[config.mk]
export PLATFORM = sky130hd
export DESIGN_NAME = vertexinput_stream_ctrl_flat
export DESIGN_NICKNAME = d
export VERILOG_FILES = /design/src/rtl/vertexinput_reg_if.sv /design/src/rtl/vertexinput_stream_ctrl.sv /design/src/flat_wrapper.sv
export SDC_FILE = /design/constraint.sdc
export NUM_CORES = 1
export LEC_CHECK = 0
export CORE_MARGIN = 2
export CORE_UTILIZATION = 45
export CTS_CLUSTER_DIAMETER = 50
export DETAILED_ROUTE_END_ITERATION = 8
export PLACE_DENSITY_LB_ADDON = 0.15
export REMOVE_ABC_BUFFERS = 1
export SYNTH_ARGS = -nofsm -noshare
export SYNTH_HDL_FRONTEND = slang
export SYNTH_SLANG_ARGS = --single-unit
[constraint.sdc]
create_clock -name clk -period 4.1 [get_ports clk]
set_clock_uncertainty 0.1 [all_clocks]
set_input_delay 0.615 -clock clk [delete_from_list [all_inputs] [get_ports clk]]
set_output_delay 0.615 -clock clk [all_outputs]
set_load 0.01 [all_outputs]
[src/rtl/vertexinput_reg_if.sv]
//==============================================================================
// Module  : vertexinput_reg_if
// Brief   : Config/status register pair shared between the AXI-lite memory
//           model and the vertexinput logic.
// Revision: 1.0 - initial release
//==============================================================================
`default_nettype none

interface vertexinput_reg_if #(
  parameter int DATA_W = 32
);
  logic [DATA_W-1:0] data_mem2logic;
  logic [DATA_W-1:0] data_logic2mem;

  modport logic_side (
    input  data_mem2logic,
    output data_logic2mem
  );

  modport mem_side (
    output data_mem2logic,
    input  data_logic2mem
  );
endinterface

`default_nettype wire

[src/rtl/vertexinput_stream_ctrl.sv]
//==============================================================================
// Module  : vertexinput_stream_ctrl
// Brief   : Decodes the vertexinput config word, streams vertex index/offset
//           pairs downstream and reports job status.
// Revision: 1.0 - initial release
//==============================================================================
`default_nettype none

module vertexinput_stream_ctrl #(
  parameter int DATA_W = 32,
  parameter int CNT_W  = 16
) (
  input  logic                  clk,
  input  logic                  rst,
  vertexinput_reg_if.logic_side regs,
  output logic                  vtx_valid,
  input  logic                  vtx_ready,
  output logic [CNT_W-1:0]      vtx_index,
  output logic [DATA_W-1:0]     vtx_offset,
  output logic                  vtx_last
);

  localparam logic [1:0] c_ST_IDLE = 2'd0;
  localparam logic [1:0] c_ST_RUN  = 2'd1;
  localparam logic [1:0] c_ST_DONE = 2'd2;

  logic [1:0]        r_state;
  logic [1:0]        w_state_nxt;
  logic              r_start_d;
  logic [CNT_W-1:0]  r_count;
  logic [7:0]        r_stride;
  logic [CNT_W-1:0]  r_index;
  logic [DATA_W-1:0] r_offset;
  logic [CNT_W-1:0]  r_emitted;
  logic              r_done;
  logic              r_aborted;
  logic              r_err;

  logic              w_start_edge;
  logic              w_abort;
  logic [7:0]        w_cfg_stride;
  logic [CNT_W-1:0]  w_cfg_count;
  logic              w_run;
  logic              w_fire;
  logic              w_last;
  logic              w_launch;
  logic [DATA_W-1:0] w_status;
  logic              w_unused_cfg;

  assign w_start_edge = regs.data_mem2logic[0] & ~r_start_d;
  assign w_abort      = regs.data_mem2logic[1];
  assign w_cfg_stride = regs.data_mem2logic[11:4];
  assign w_cfg_count  = regs.data_mem2logic[16 +: CNT_W];
  assign w_unused_cfg = ^regs.data_mem2logic;

  assign w_run    = (r_state == c_ST_RUN);
  assign w_fire   = w_run & vtx_ready;
  assign w_last   = w_run && (r_index == (r_count - CNT_W'(1)));
  // Abort wins over a coincident start edge, so no job launches.
  assign w_launch = (r_state == c_ST_IDLE) & w_start_edge & ~w_abort;

  // State register
  always_ff @(posedge clk or posedge rst) begin
    if (rst) begin
      r_state <= c_ST_IDLE;
    end else begin
      r_state <= w_state_nxt;
    end
  end

  // Next-state logic
  always_comb begin
    w_state_nxt = r_state;
    case (r_state)
      c_ST_IDLE: begin
        if (w_launch && (w_cfg_count != '0)) begin
          w_state_nxt = c_ST_RUN;
        end
      end
      c_ST_RUN: begin
        if (w_abort) begin
          w_state_nxt = c_ST_IDLE;
        end else if (w_fire && w_last) begin
          w_state_nxt = c_ST_DONE;
        end
      end
      c_ST_DONE: w_state_nxt = c_ST_IDLE;
      default:   w_state_nxt = c_ST_IDLE;
    endcase
  end

  // Job datapath: latched config, running index/offset and sticky flags
  always_ff @(posedge clk or posedge rst) begin
    if (rst) begin
      r_start_d <= 1'b0;
      r_count   <= '0;
      r_stride  <= '0;
      r_index   <= '0;
      r_offset  <= '0;
      r_emitted <= '0;
      r_done    <= 1'b0;
      r_aborted <= 1'b0;
      r_err     <= 1'b0;
    end else begin
      r_start_d <= regs.data_mem2logic[0];
      case (r_state)
        c_ST_IDLE: begin
          if (w_launch) begin
            r_done    <= 1'b0;
            r_aborted <= 1'b0;
            r_emitted <= '0;
            if (w_cfg_count == '0) begin
              r_err <= 1'b1;
            end else begin
              r_err    <= 1'b0;
              r_count  <= w_cfg_count;
              r_stride <= w_cfg_stride;
              r_index  <= '0;
              r_offset <= '0;
            end
          end
        end
        c_ST_RUN: begin
          // A handshake in the abort cycle still completes and is counted.
          if (w_fire) begin
            r_emitted <= r_emitted + CNT_W'(1);
            r_index   <= r_index + CNT_W'(1);
            r_offset  <= r_offset + DATA_W'(r_stride);
          end
          if (w_abort) begin
            r_aborted <= 1'b1;
          end else if (w_fire && w_last) begin
            r_done <= 1'b1;
          end
        end
        default: ;
      endcase
    end
  end

  // Outputs
  always_comb begin
    w_status                 = '0;
    w_status[0]              = w_run;
    w_status[1]              = r_done;
    w_status[2]              = r_aborted;
    w_status[3]              = r_err;
    w_status[16 +: CNT_W]    = r_emitted;
    regs.data_logic2mem      = w_status;
    vtx_valid                = w_run;
    vtx_index                = r_index;
    vtx_offset               = r_offset;
    vtx_last                 = w_last;
  end

endmodule

`default_nettype wire

[src/flat_wrapper.sv]
// flat-port wrapper written by rule: the top's interface ports become plain ports
module vertexinput_stream_ctrl_flat 
#(
  parameter int DATA_W = 32,
  parameter int CNT_W  = 16
)
  (clk, rst, vtx_valid, vtx_ready, vtx_index, vtx_offset, vtx_last, regs_data_mem2logic, regs_data_logic2mem);
  vertexinput_reg_if #(.DATA_W(DATA_W)) regs_i ();
  input  logic clk;
  input  logic rst;
  output logic vtx_valid;
  input  logic vtx_ready;
  output logic [CNT_W-1:0] vtx_index;
  output logic [DATA_W-1:0] vtx_offset;
  output logic vtx_last;
  input wire logic [$bits(regs_i.data_mem2logic)-1:0] regs_data_mem2logic;
  output wire logic [$bits(regs_i.data_logic2mem)-1:0] regs_data_logic2mem;
  assign regs_i.data_mem2logic = regs_data_mem2logic;
  assign regs_data_logic2mem = regs_i.data_logic2mem;
  vertexinput_stream_ctrl #(.DATA_W(DATA_W), .CNT_W(CNT_W)) u_core (.clk(clk), .rst(rst), .regs(regs_i), .vtx_valid(vtx_valid), .vtx_ready(vtx_ready), .vtx_index(vtx_index), .vtx_offset(vtx_offset), .vtx_last(vtx_last));
endmodule
# Word-level counts from Yosys, hierarchy flattened
# Cells that the tools add are included.
# totals
reg_bits,94
memories,0
latchBits,0
output_inout_bits,82
mem_bits_ro,0
mem_bits_rw,0
# op_classes
n_lt_le_gt_ge,0
n_eq_ne,10
mul,0
bitwise,7
add_sub_neg,4
muxes,22
n_reduce_logical,14
shifts,0
div_mod_pow,0
# ops
operator,n
32-bit 2-to-1 mux,3
16-bit 2-to-1 mux,5
16-bit one-hot mux with 2 select lines,2
32-bit one-hot mux with 2 select lines,1
16-bit by 1-bit adder with 16-bit output (second input constant),2
32-bit by 8-bit adder with 32-bit output,1
16-bit == test,1
16-bit logical NOT,1
16-bit nonzero test,1
16-bit by 1-bit subtractor with 16-bit output (second input constant),1
2-bit inequality test (second input constant),6
3-bit AND reduction,3
4-bit AND reduction,2
2-bit 2-to-1 mux,3
1-bit 2-to-1 mux,5
1-bit bitwise AND,4
1-bit one-hot mux with 2 select lines,2
2-bit one-hot mux with 2 select lines,1
2-bit AND reduction,2
1-bit logical AND,3
3-bit inequality test (second input constant),1
1-bit NOT,3
2-bit by 1-bit == test with 1-bit output (second input constant),1
2-bit logical NOT,1
other kinds (2),2

# Longest topological paths before layout
# Gate-level depths: netlist (run 1).
# depth
ltp_word,7
mapped_depth,9
depth_no_buf,9

# Least setup slack after synthesis (run 1)
# OpenSTA, ideal clock, no wires.
# synth_path
path_kind,reg2out
from,register u_core.r_count[0]
to,output port vtx_last
path_stages_with_launch,9
required_time_ns,3.385
setup_slack_ns,1.013
arrival_time_ns,2.372
cell_sequence,dfrtp_1 -> inv_1 -> ha_1 -> or4b_4 -> or2_1 -> or3_1 -> a21oi_1 -> o2111ai_1 -> nor3_1
# synth_between
elab_chain_cells,3
# synth_lines
element,line_no,source
"start, declared",vertexinput_stream_ctrl.sv:30,logic [CNT_W-1:0] r_count;
"start signal, assigned",vertexinput_stream_ctrl.sv:116,r_count <= w_cfg_count;
16-bit by 1-bit subtractor with 16-bit output,vertexinput_stream_ctrl.sv:58,assign w_last = w_run && (r_index == (r_count - CNT_W'(1)));
16-bit == test,vertexinput_stream_ctrl.sv:58,
1-bit logical AND,vertexinput_stream_ctrl.sv:58,
"end, declared",flat_wrapper.sv:15,output logic vtx_last;
# Every way passes these cells.

# Final worst setup path (run 1)
# Ends and elaborated chain as after synthesis.

==> summary.md, run 1 <==
| Metric | Value |
|---|---|
| CP Cell Sequence | `inv_1 -> ha_1 -> or4b_4 -> or2_1 -> or3_1 -> a21oi_1 -> o2111ai_2 -> nor3_2 -> dlygate4sd2_1` |
| #FFs+latches synth | `94` |
| I/O Pins | `117` |
| Overall Global Routing Usage | `0.2119` |
| Final Cycle Share | `0.9326` |
| Clock Tree Root | `clkbuf_8` |
| WL final | `11730 um` |
| Setup CP Type | `flop to primary output` |
| Initial antenna violation count | `0` |
| Pin count of the biggest net entering global routing | `44` |
| Met1 usage | `0.2779` |
| CTS tree | `built` |
| Drc violations | `0` |
| Crit path DAT | `3.11 ns` |
| Fin. max-slew vios | `0` |
| Post-synth cell types | `45` |
| Starting Density | `0.4608` |
| Commonest non-fill, non-tap cell in the layout | `nand2_1` |
| CP max stage delay | `0.51 ns` |
| Port Buf Inserts | `98` |
| Max Cap Viol | `0` |
| Register-to-Register Path Depth | `7` |
| CP endpoint kind | `primary output` |
| Setup TNS | `0 ns` |
| PwrDens | `338.2 nW/um^2` |
| Vias in the first global route | `4114` |
| Leakage | `0.002825 uW` |
| Cell Area, Synth | `4995 sq um` |
| Critical path depth | `9` |
| Routed vias | `4104` |
| Cell Area, Placed | `6090 sq um` |
| Total grt overflow | `0` |
| Clock sinks | `94` |
| Routed WL per cell | `14.89 um` |
| Post-synth top area cell | `dfrtp_1` |
| GRT met2 Usage | `0.3382` |
| # diodes | `0` |
| Syn avg cell area | `9.148 sq um` |
| GR peak layer | `met2` |
| Most frequent cells in the layout | `nand2_1, clkdlybuf4s50_1, dfrtp_1` |
| Hold Fails Final Rpt | `0` |
| CTS Hold Bufs | `0` |
| Largest cells by area after synthesis | `dfrtp_1, xor2_1, nand2_1` |
| Status | `finished clean` |
| Max FO, Critical Path | `6` |
| Share of layout cells above drive strength 1 | `0.05247` |
| Core Area | `10840 sq um` |
| Via density | `5.208` |
| Max_slew headroom | `0.2739` |
| Final min period | `3.824 ns` |
| Clock latency on the worst-skew pair | `0.36 ns` |
| Register area share after synthesis | `0.4709` |
| Crit path max-delay family | `simple AND/OR/NAND/NOR gates` |
| Postcts setup bufs | `0` |
| CP bufs+invs | `2` |
| # setup viols final | `0` |
| CP startpoint kind | `flop` |
| Final #Nets | `691` |
| Required @ worst endpoint | `3.38 ns` |
| Worst slew pin tran | `1.075 ns` |
| Post-route ant nets | `0` |
| RSZ-0062 raised after global routing | `no` |
| FP Rows | `38` |
| Post-Synthesis Cells | `546` |
| Max VDD drop | `198.3 uV` |
| Yosys top cell area share | `0.4709` |
| GR Util met3 | `0.05157` |
| Clock buffer depth | `2` |
| Fin area | `6281 sq um` |
| Clock slew at reported path FFs | `0.09 ns` |
| Max frequency | `0.2615 GHz` |
| Area Growth Syn to Fin | `25.75%` |
| DIE AREA | `11960 sq um` |
| First-pass DRT Iterations | `4` |
| Slowest CP cell | `or4b_4` |
| First-pass GRT wire length | `19910 um` |
| Post-DP HPWL | `8476 um` |
| Die H | `109.4 um` |
| DRT iter0 DRCs | `186` |
| Routability congestion estimate | `0.7919` |
| H-tree levels | `3` |
| Hold path cells | `2` |
| Die width | `109.4 um` |
| Hold/Removal Path Class | `flop to flop` |
| YS warnings | `0` |
| Total CTS buffers | `9` |
==> what timing repair did <==
item	CTS	global route
gates resized for setup	4	0
setup endpoints to repair	1	0
endpoints found under the hold margin	0	0
==> registers in the layout (all words and copies together), names as in the netlist <==
signal             flops
u_core.r_state         2
u_core.r_count        16
u_core.r_start_d       1
u_core.r_stride        8
u_core.vtx_index      16
u_core.r_err           1
u_core.r_done          1
u_core.r_aborted       1
u_core.vtx_offset     32
u_core.r_emitted      16
==> cell usage after synthesis <==
library cell,count
or2_2,1
or2_1,1
nor4_1,7
a2111oi_0,1
and3_1,11
xnor2_1,27
a21o_1,3
a21oi_1,15
and2_1,3
inv_1,9
nor3_1,9
nor4bb_1,1
o31a_1,1
xor2_1,46
and4_1,3
nor3b_1,1
ha_1,11
nor4_2,3
clkbuf_1,13
a211oi_1,1
o211ai_1,1
mux2_2,1
o21ai_0,26
nand4_1,11
a31oi_1,2
dfrtp_1,94
or4b_1,1
nand4b_1,2
nand2b_1,4
fa_1,1
nand2_1,104
or3_1,13
o21ba_1,1
nand3_1,24
or4b_4,1
o2111ai_1,1
buf_4,16
a22o_1,4
o41ai_1,1
a211o_1,1
o31ai_1,3
conb_1,1
or4_1,2
and4bb_2,1
nor2_1,63
==> tightest hold or removal path, cell delays in order (launching register included) <==
cell	delay [ns]
dfrtp_1	0.35
nand2_1	0.05
nand2_1	0.06
==> worst paths after layout <==
kind / endpoint / start / slack [ns]
min: u_core.r_stride[2] / u_core.r_stride[2] / 0.39
min reg2reg: u_core.r_stride[2] / u_core.r_stride[2] / 0.39
max in group asynchronous: u_core.vtx_offset[31] / rst / 2.51
min in group asynchronous: u_core.vtx_index[5] / rst / 0.56
max: vtx_last / u_core.r_count[0] / 0.28
max reg2reg: u_core.vtx_offset[29] / u_core.r_state[0] / 0.99
==> per-stage QoR <==
| step | hold slack (ns) | std cells | power (uW) | util | setup WS [ns] |
|---|---|---|---|---|---|
| after detailed placement | 0.3703 | 773 | 1534 | 0.5618 | 0.3171 |
| after global placement | 0.3659 | 773 | 1521 | 0.5618 | 0.3386 |
| after CTS | 0.3929 | 788 | 2147 | 0.5794 | 0.2636 |
| final | 0.3880 | 788 | 2124 | 0.5794 | 0.2762 |
| after floorplan | 0.3497 | 528 | 1365 | - | 0.3807 |
| after global routing | 0.4262 | 788 | 2253 | 0.5794 | 0.1506 |
==> power breakdown <==
group	internal, uW	switching [uW]
clock network	279	325
logic	208	235
registers	998	79.5
total	1480	640
==> final cells by class <==
cell class | instances | area, sq um
Clock buffer | 11 | 131.4
Clock inverter | 4 | 48.80
Fill cell | 996 | 4559
Inverter | 9 | 35.03
Multi-Input combinational cell | 425 | 2505
Sequential cell | 94 | 2354
Tap cell | 140 | 175.2
Timing Repair Buffer | 105 | 1032
==> layer usage <==
metal	vias up	wire length (um)
met2	87	5616
met4	0	225
met5	-	0
met1	1987	5273
met3	17	619
li1	2013	-
==> logic make-up (layout without fill, tap and decap cells) <==
| kind of cell | after synthesis | after routing | synth area share |
|---|---|---|---|
| AOI/OAI and AO/OA | 61 | 61 | 0.07340 |
| DFF | 94 | 94 | 0.4709 |
| adders and majority gates | 12 | 12 | 0.03156 |
| muxes | 1 | 1 | 0.002254 |
| and+or+nand+nor | 266 | 266 | 0.2525 |
| xor gates and xnor gates | 73 | 73 | 0.1280 |
| other | 1 | 12 | 0.0007508 |
| buffers and inverters | 38 | 129 | 0.04058 |
No activity file was read; power rests on OpenSTA's default activity.
==> run 2, diff against run 1 <==
--- a/config.mk
+++ b/config.mk
@@ -5,12 +5,14 @@
 export SDC_FILE = /design/constraint.sdc
 export NUM_CORES = 1
 export LEC_CHECK = 0
+export CORE_ASPECT_RATIO = 0.6
 export CORE_MARGIN = 2
-export CORE_UTILIZATION = 45
+export CORE_UTILIZATION = 40
 export CTS_CLUSTER_DIAMETER = 50
 export DETAILED_ROUTE_END_ITERATION = 8
 export PLACE_DENSITY_LB_ADDON = 0.15
 export REMOVE_ABC_BUFFERS = 1
+export SETUP_SLACK_MARGIN = 0.02
 export SYNTH_ARGS = -nofsm -noshare
 export SYNTH_HDL_FRONTEND = slang
 export SYNTH_SLANG_ARGS = --single-unit
==> summary.md, run 2 (synthesis results as in run 1) <==
| Metric | Value |
|---|---|
| Status | `finished clean` |
| Commonest non-fill, non-tap cell in the layout | `nand2_1` |
| Area Growth Syn to Fin | `29.56%` |
| Share of layout cells above drive strength 1 | `0.05538 (+0.002915)` |
| Required @ worst endpoint | `3.38 ns (about the same)` |
| Routed vias | `4087 (-0.41%)` |
| Core Area | `12100 sq um (+12%)` |
| I/O Pins | `117 (unchanged)` |
| Worst slew pin tran | `0.7636 ns (-0.3109 ns)` |
| Vias in the first global route | `4011 (-2.5%)` |
| Postcts setup bufs | `0 (unchanged)` |
| Routed WL per cell | `15.27 um (+2.5%)` |
| H-tree levels | `3 (unchanged)` |
| Fin. max-slew vios | `0 (unchanged)` |
| DIE AREA | `13430 sq um (+12%)` |
| Drc violations | `0 (unchanged)` |
| Fillers | `1104 (+11%)` |
| Clock slew at reported path FFs | `0.06 ns (-0.03 ns)` |
| # diodes | `0 (unchanged)` |
| CP endpoint kind | `primary output` |
| Total CTS buffers | `9 (unchanged)` |
| Max_slew headroom | `0.4909 (+0.2171)` |
| CP bufs+invs | `2 (unchanged)` |
| Slowest CP cell | `or4b_4` |
| CTS tree | `built` |
| CP Cell Sequence | `inv_1 -> ha_1 -> or4b_4 -> or2_1 -> or3_1 -> a21oi_2 -> o2111ai_2 -> nor3_2 -> dlygate4sd2_1` |
| Hold Fails Final Rpt | `0 (unchanged)` |
| DRT iter0 DRCs | `245 (+32%)` |
| Final Cycle Share | `0.9327 (about the same)` |
| First-pass DRT Iterations | `4 (unchanged)` |
| Total grt overflow | `0 (unchanged)` |
| Clock latency on the worst-skew pair | `0.33 ns (-0.03 ns)` |
| Max FO, Critical Path | `6 (unchanged)` |
| Routability congestion estimate | `0.8016 (+1.2%)` |
| Cell Area, Placed | `6141 sq um (+0.84%)` |
| Die H | `90.56 um (-17%)` |
| Fin area | `6471 sq um (+3.0%)` |
| Clock buffer depth | `2 (unchanged)` |
| Post-route ant nets | `0 (unchanged)` |
| Final #Nets | `692 (+0.14%)` |
| Clock Tree Root | `clkbuf_16` |
| Leakage | `0.002899 uW (+2.6%)` |
| # setup viols final | `0 (unchanged)` |
| Setup CP Type | `flop to primary output` |
| WL final | `12440 um (+6.0%)` |
| Clock sinks | `94 (unchanged)` |
| First-pass GRT wire length | `20640 um (+3.7%)` |
| Final min period | `3.824 ns (+0.0002000 ns)` |
| Max frequency | `0.2615 GHz (about the same)` |
| Starting Density | `0.4127 (-0.04802)` |
| PwrDens | `373.5 nW/um^2 (+10%)` |
| Most frequent cells in the layout | `nand2_1, clkdlybuf4s50_1, dfrtp_1` |
| Hold/Removal Path Class | `flop to flop` |
| Max reg flops | `32 (unchanged)` |
| Initial antenna violation count | `0 (unchanged)` |
| Pin count of the biggest net entering global routing | `40 (-9.1%)` |
| Via density | `5.015 (-3.7%)` |
| Port Buf Inserts | `98 (unchanged)` |
| Worst hold margin | `0.3848 ns (-0.003177 ns)` |
| Setup TNS | `0 ns (unchanged)` |
| Post-layout util | `0.5347 (-0.04467)` |
| Crit path max-delay family | `simple AND/OR/NAND/NOR gates` |
| CP startpoint kind | `flop` |
| Max Cap Viol | `0 (unchanged)` |
| Crit path DAT | `3.11 ns (about the same)` |
| Overall Power | `2417 uW (+14%)` |
| Post-DP HPWL | `8945 um (+5.5%)` |
| Max VDD drop | `178.8 uV (-9.8%)` |
| Die width | `148.3 um (+36%)` |
| CP max stage delay | `0.51 ns (about the same)` |
| Overall Global Routing Usage | `0.1933 (-0.01859)` |
| FP Rows | `31 (-18%)` |
| RSZ-0062 raised after global routing | `no` |
-- run 2: cell types whose count changed in the layout (fill, tap and decap cells not counted) --
cell / before / now
clkbuf_16: 0 / 9
clkbuf_8: 9 / 1
a21oi_1: 15 / 14
a21oi_2: 0 / 1
buf_12: 0 / 1
bufinv_16: 1 / 2
clkinv_4: 1 / 0
dfrtp_1: 93 / 94
dfrtp_2: 1 / 0
-- run 2: timing repair --
| item | CTS | global route |
|---|---|---|
| gates resized for setup | 4 | 0 |
| endpoints found under the setup margin | 1 | 0 |
| hold buffers | 0 | 0 |
-- run 2: routing by layer --
layer / track usage / routed length (um) / part of all wire
met1: 0.2865 / 6493 / 0.52
met4: 0.03810 / 30 / 0.0024
met3: 0.05808 / 657 / 0.053
met2: 0.2793 / 5259 / 0.42
met5: 0 / 0 / 0
-- run 2: power by group --
group	internal [uW]	total (uW)	switching (uW)
clock network	550	890	340
registers	999	1080	82.5
logic	209	446	237
total	1760	2420	660
-- run 2: final cells by class --
class,count,area [sq um],area share
Timing Repair Buffer,106,1052,0.1626
Tap cell,165,206.4,0.03190
Clock inverter,4,70.07,0.01083
Inverter,9,35.03,0.005414
Sequential cell,94,2352,0.3635
Clock buffer,12,246.5,0.03809
Multi-Input combinational cell,425,2509,0.3877
-- run 2: path summary, 6_finish.rpt --
check / startpoint / endpoint / slack (ns) / depth (start not counted)
setup / recovery: u_core.r_count[0] / vtx_last / 0.28 / 9
hold / removal: u_core.r_stride[0] / u_core.r_stride[0] / 0.38 / 2
setup reg to reg: u_core.r_count[0] / u_core.r_done / 1.06 / 9
hold reg to reg: u_core.r_stride[0] / u_core.r_stride[0] / 0.38 / 2
max in group asynchronous: rst / u_core.r_stride[3] / 2.62 / 3
min in group asynchronous: rst / u_core.vtx_index[11] / 0.48 / 2
-- run 2: worst min-delay path, delay by kind of cell (launching register included) --
kind	cells	cell delay [ns]
DFF	1	0.35
and+or+nand+nor	2	0.11
-- run 2: stage by stage --
step	setup slack, ns	std cells
floorplan	0.3807	528
global placement	0.2697	799
detailed placement	0.1719	799
CTS	0.2755	815
global route	0.1217	815
finish	0.2760	815
==> run 3, diff against run 2 <==
==> constraint.sdc (replaced) <==
create_clock -name clk -period 3.2 [get_ports clk]
set_clock_uncertainty 0.1 [all_clocks]
set_input_delay 0.48 -clock clk [delete_from_list [all_inputs] [get_ports clk]]
set_output_delay 0.48 -clock clk [all_outputs]
set_load 0.01 [all_outputs]
==> summary.md, run 3 (synthesis results as in run 1) <==
| Metric | Value |
|---|---|
| Die width | `148.3 um (unchanged)` |
| Total CTS buffers | `9 (unchanged)` |
| Leakage | `0.003016 uW (+4.0%)` |
| CP Launch Point | `u_core.r_count[1]` |
| Status | `complete, but fails checks` |
| Die H | `90.56 um (unchanged)` |
| H-tree levels | `3 (unchanged)` |
| Hold/Removal Path Class | `flop to flop` |
| Clock Tree Root | `clkbuf_16` |
| Starting Density | `0.4127 (unchanged)` |
| Hold Fails Final Rpt | `0 (unchanged)` |
| Required @ worst endpoint | `2.62 ns (-0.76 ns)` |
| # diodes | `0 (unchanged)` |
| Clock latency on the worst-skew pair | `0.34 ns (about the same)` |
| Pin count of the biggest net entering global routing | `61 (+53%)` |
| I/O Pins | `117 (unchanged)` |
| Most frequent cells in the layout | `nand2_1, clkdlybuf4s50_1, dfrtp_1` |
| CTS tree | `built` |
| Max frequency | `0.3082 GHz` |
| Met1 usage | `0.3006 (+0.01410)` |
| Setup TNS | `-0.04443 ns (-0.04443 ns)` |
| Area Growth Syn to Fin | `33.87%` |
| Core Area | `12100 sq um (unchanged)` |
| PwrDens | `468.8 nW/um^2 (+26%)` |
| FP Rows | `31 (unchanged)` |
| Max VDD drop | `278.2 uV (+56%)` |
| Non-filler instance count after layout | `841 (+3.2%)` |
| GRT met2 Usage | `0.2782 (-0.001157)` |
| Initial antenna violation count | `0 (unchanged)` |
| CP startpoint kind | `flop` |
| Routed WL per cell | `15.29 um (+0.16%)` |
| GR peak layer | `met1` |
| First-pass DRT Iterations | `5 (+1)` |
| Max reg flops | `32 (unchanged)` |
| DIE AREA | `13430 sq um (unchanged)` |
| Clock sinks | `94 (unchanged)` |
| CP endpoint kind | `primary output` |
| Vias in the first global route | `4092 (+2.0%)` |
| Max FO, Critical Path | `3 (-3)` |
| Final #Nets | `718 (+3.8%)` |
| Max Cap Viol | `0 (unchanged)` |
| Final min period | `3.244 ns` |
| Crit path DAT | `2.66 ns (-0.45 ns)` |
| Max_slew headroom | `0.5524 (+0.06145)` |
| HP Start | `u_core.r_stride[2]` |
| Placed cells | `824 (+3.1%)` |
| Worst hold margin | `0.3858 ns (+0.001013 ns)` |
| CTS Hold Bufs | `0 (unchanged)` |
| Fin. max-slew vios | `0 (unchanged)` |
| Fin area | `6686 sq um (+3.3%)` |
| # setup viols final | `1 (+1)` |
| Routability congestion estimate | `0.8414 (+5.0%)` |
| Post-DP HPWL | `9313 um (+4.1%)` |
| Commonest non-fill, non-tap cell in the layout | `nand2_1` |
| Total grt overflow | `0 (unchanged)` |
| Final Cycle Share | `1.014` |
| DRT iter0 DRCs | `178 (-27%)` |
| Setup CP Type | `flop to primary output` |
| Worst slew pin tran | `0.6690 ns (-0.09464 ns)` |
| WL final | `12860 um (+3.4%)` |
| Worst R2R Start | `u_core.r_count[1]` |
| Routed vias | `4233 (+3.6%)` |
| Post-route setup slack | `-0.04443 ns (-0.3204 ns)` |
| Clock slew at reported path FFs | `0.06 ns (about the same)` |
| Clock buffer depth | `2 (unchanged)` |
| Fillers | `1075 (-2.6%)` |
| RSZ-0062 raised after global routing | `yes` |
| Share of layout cells above drive strength 1 | `0.1021 (+0.04669)` |
| First-pass GRT wire length | `21020 um (+1.8%)` |
| Post-route ant nets | `0 (unchanged)` |
| Via density | `5.033 (+0.37%)` |
| Failing checks | `negative setup slack` |
| Cell Area, Placed | `6329 sq um (+3.1%)` |
| Drc violations | `0 (unchanged)` |
| GR Util met3 | `0.05253 (-0.005556)` |
| Port Buf Inserts | `98 (unchanged)` |
| Overall Global Routing Usage | `0.1970 (+0.003758)` |
==> run 3: timing repair <==
item	in CTS	in global routing
setup endpoints to repair	1	1
resized for setup	12	4
setup buffers	1	0
pin swaps	7	0
==> run 3: per-layer routing <==
metal	up-vias	wire length, um
li1	2075	-
met1	2042	6649
met2	108	5420
met3	8	699
met4	0	89
met5	-	0
==> run 3: per-stage QoR <==
step	util	worst slack, ns	power (uW)
after global placement	0.5230	-0.2015	2019
after global routing	0.5525	-0.1499	3309
final	0.5525	-0.04443	3135
after CTS	0.5509	-0.09222	3158
after floorplan	-	-0.3843	1749
after detailed placement	0.5230	-0.2748	2040
==> run 3: worst paths after layout <==
kind / endpoint / depth (start not counted) / slack [ns]
setup / recovery: vtx_last / 10 / -0.04
hold / removal: u_core.r_stride[2] / 2 / 0.39
setup reg to reg: u_core.r_done / 10 / 0.43
hold reg to reg: u_core.r_stride[2] / 2 / 0.39
max in group asynchronous: u_core.r_count[2] / 3 / 1.84
min in group asynchronous: u_core.vtx_offset[24] / 2 / 0.42
==> run 3: critical path, stage by stage (launching register included) <==
cell and delay [ns]:
dfrtp_1 0.40, inv_2 0.09, ha_4 0.14, or4b_4 0.45
or2_1 0.26, or3_4 0.34, a21oi_2 0.16, o2111ai_2 0.14
nor3_2 0.13, buf_4 0.13, buf_6 0.09
==> run 3: report_power, final <==
part	internal (uW)	switching (uW)
Combinational	335	353
Sequential	1280	85.3
Clock	628	455
==> run 3: layout make-up <==
cell class	instances	area, sq um	share of cell area
multi-input cells	425	2541	0.3801
flip-flops and latches	94	2352	0.3518
repair buffers	132	1250	0.1869
clock buffers	11	242.7	0.03630
well taps	165	206.4	0.03088
clock inverters	5	58.81	0.008795
inverters	9	35.03	0.005240
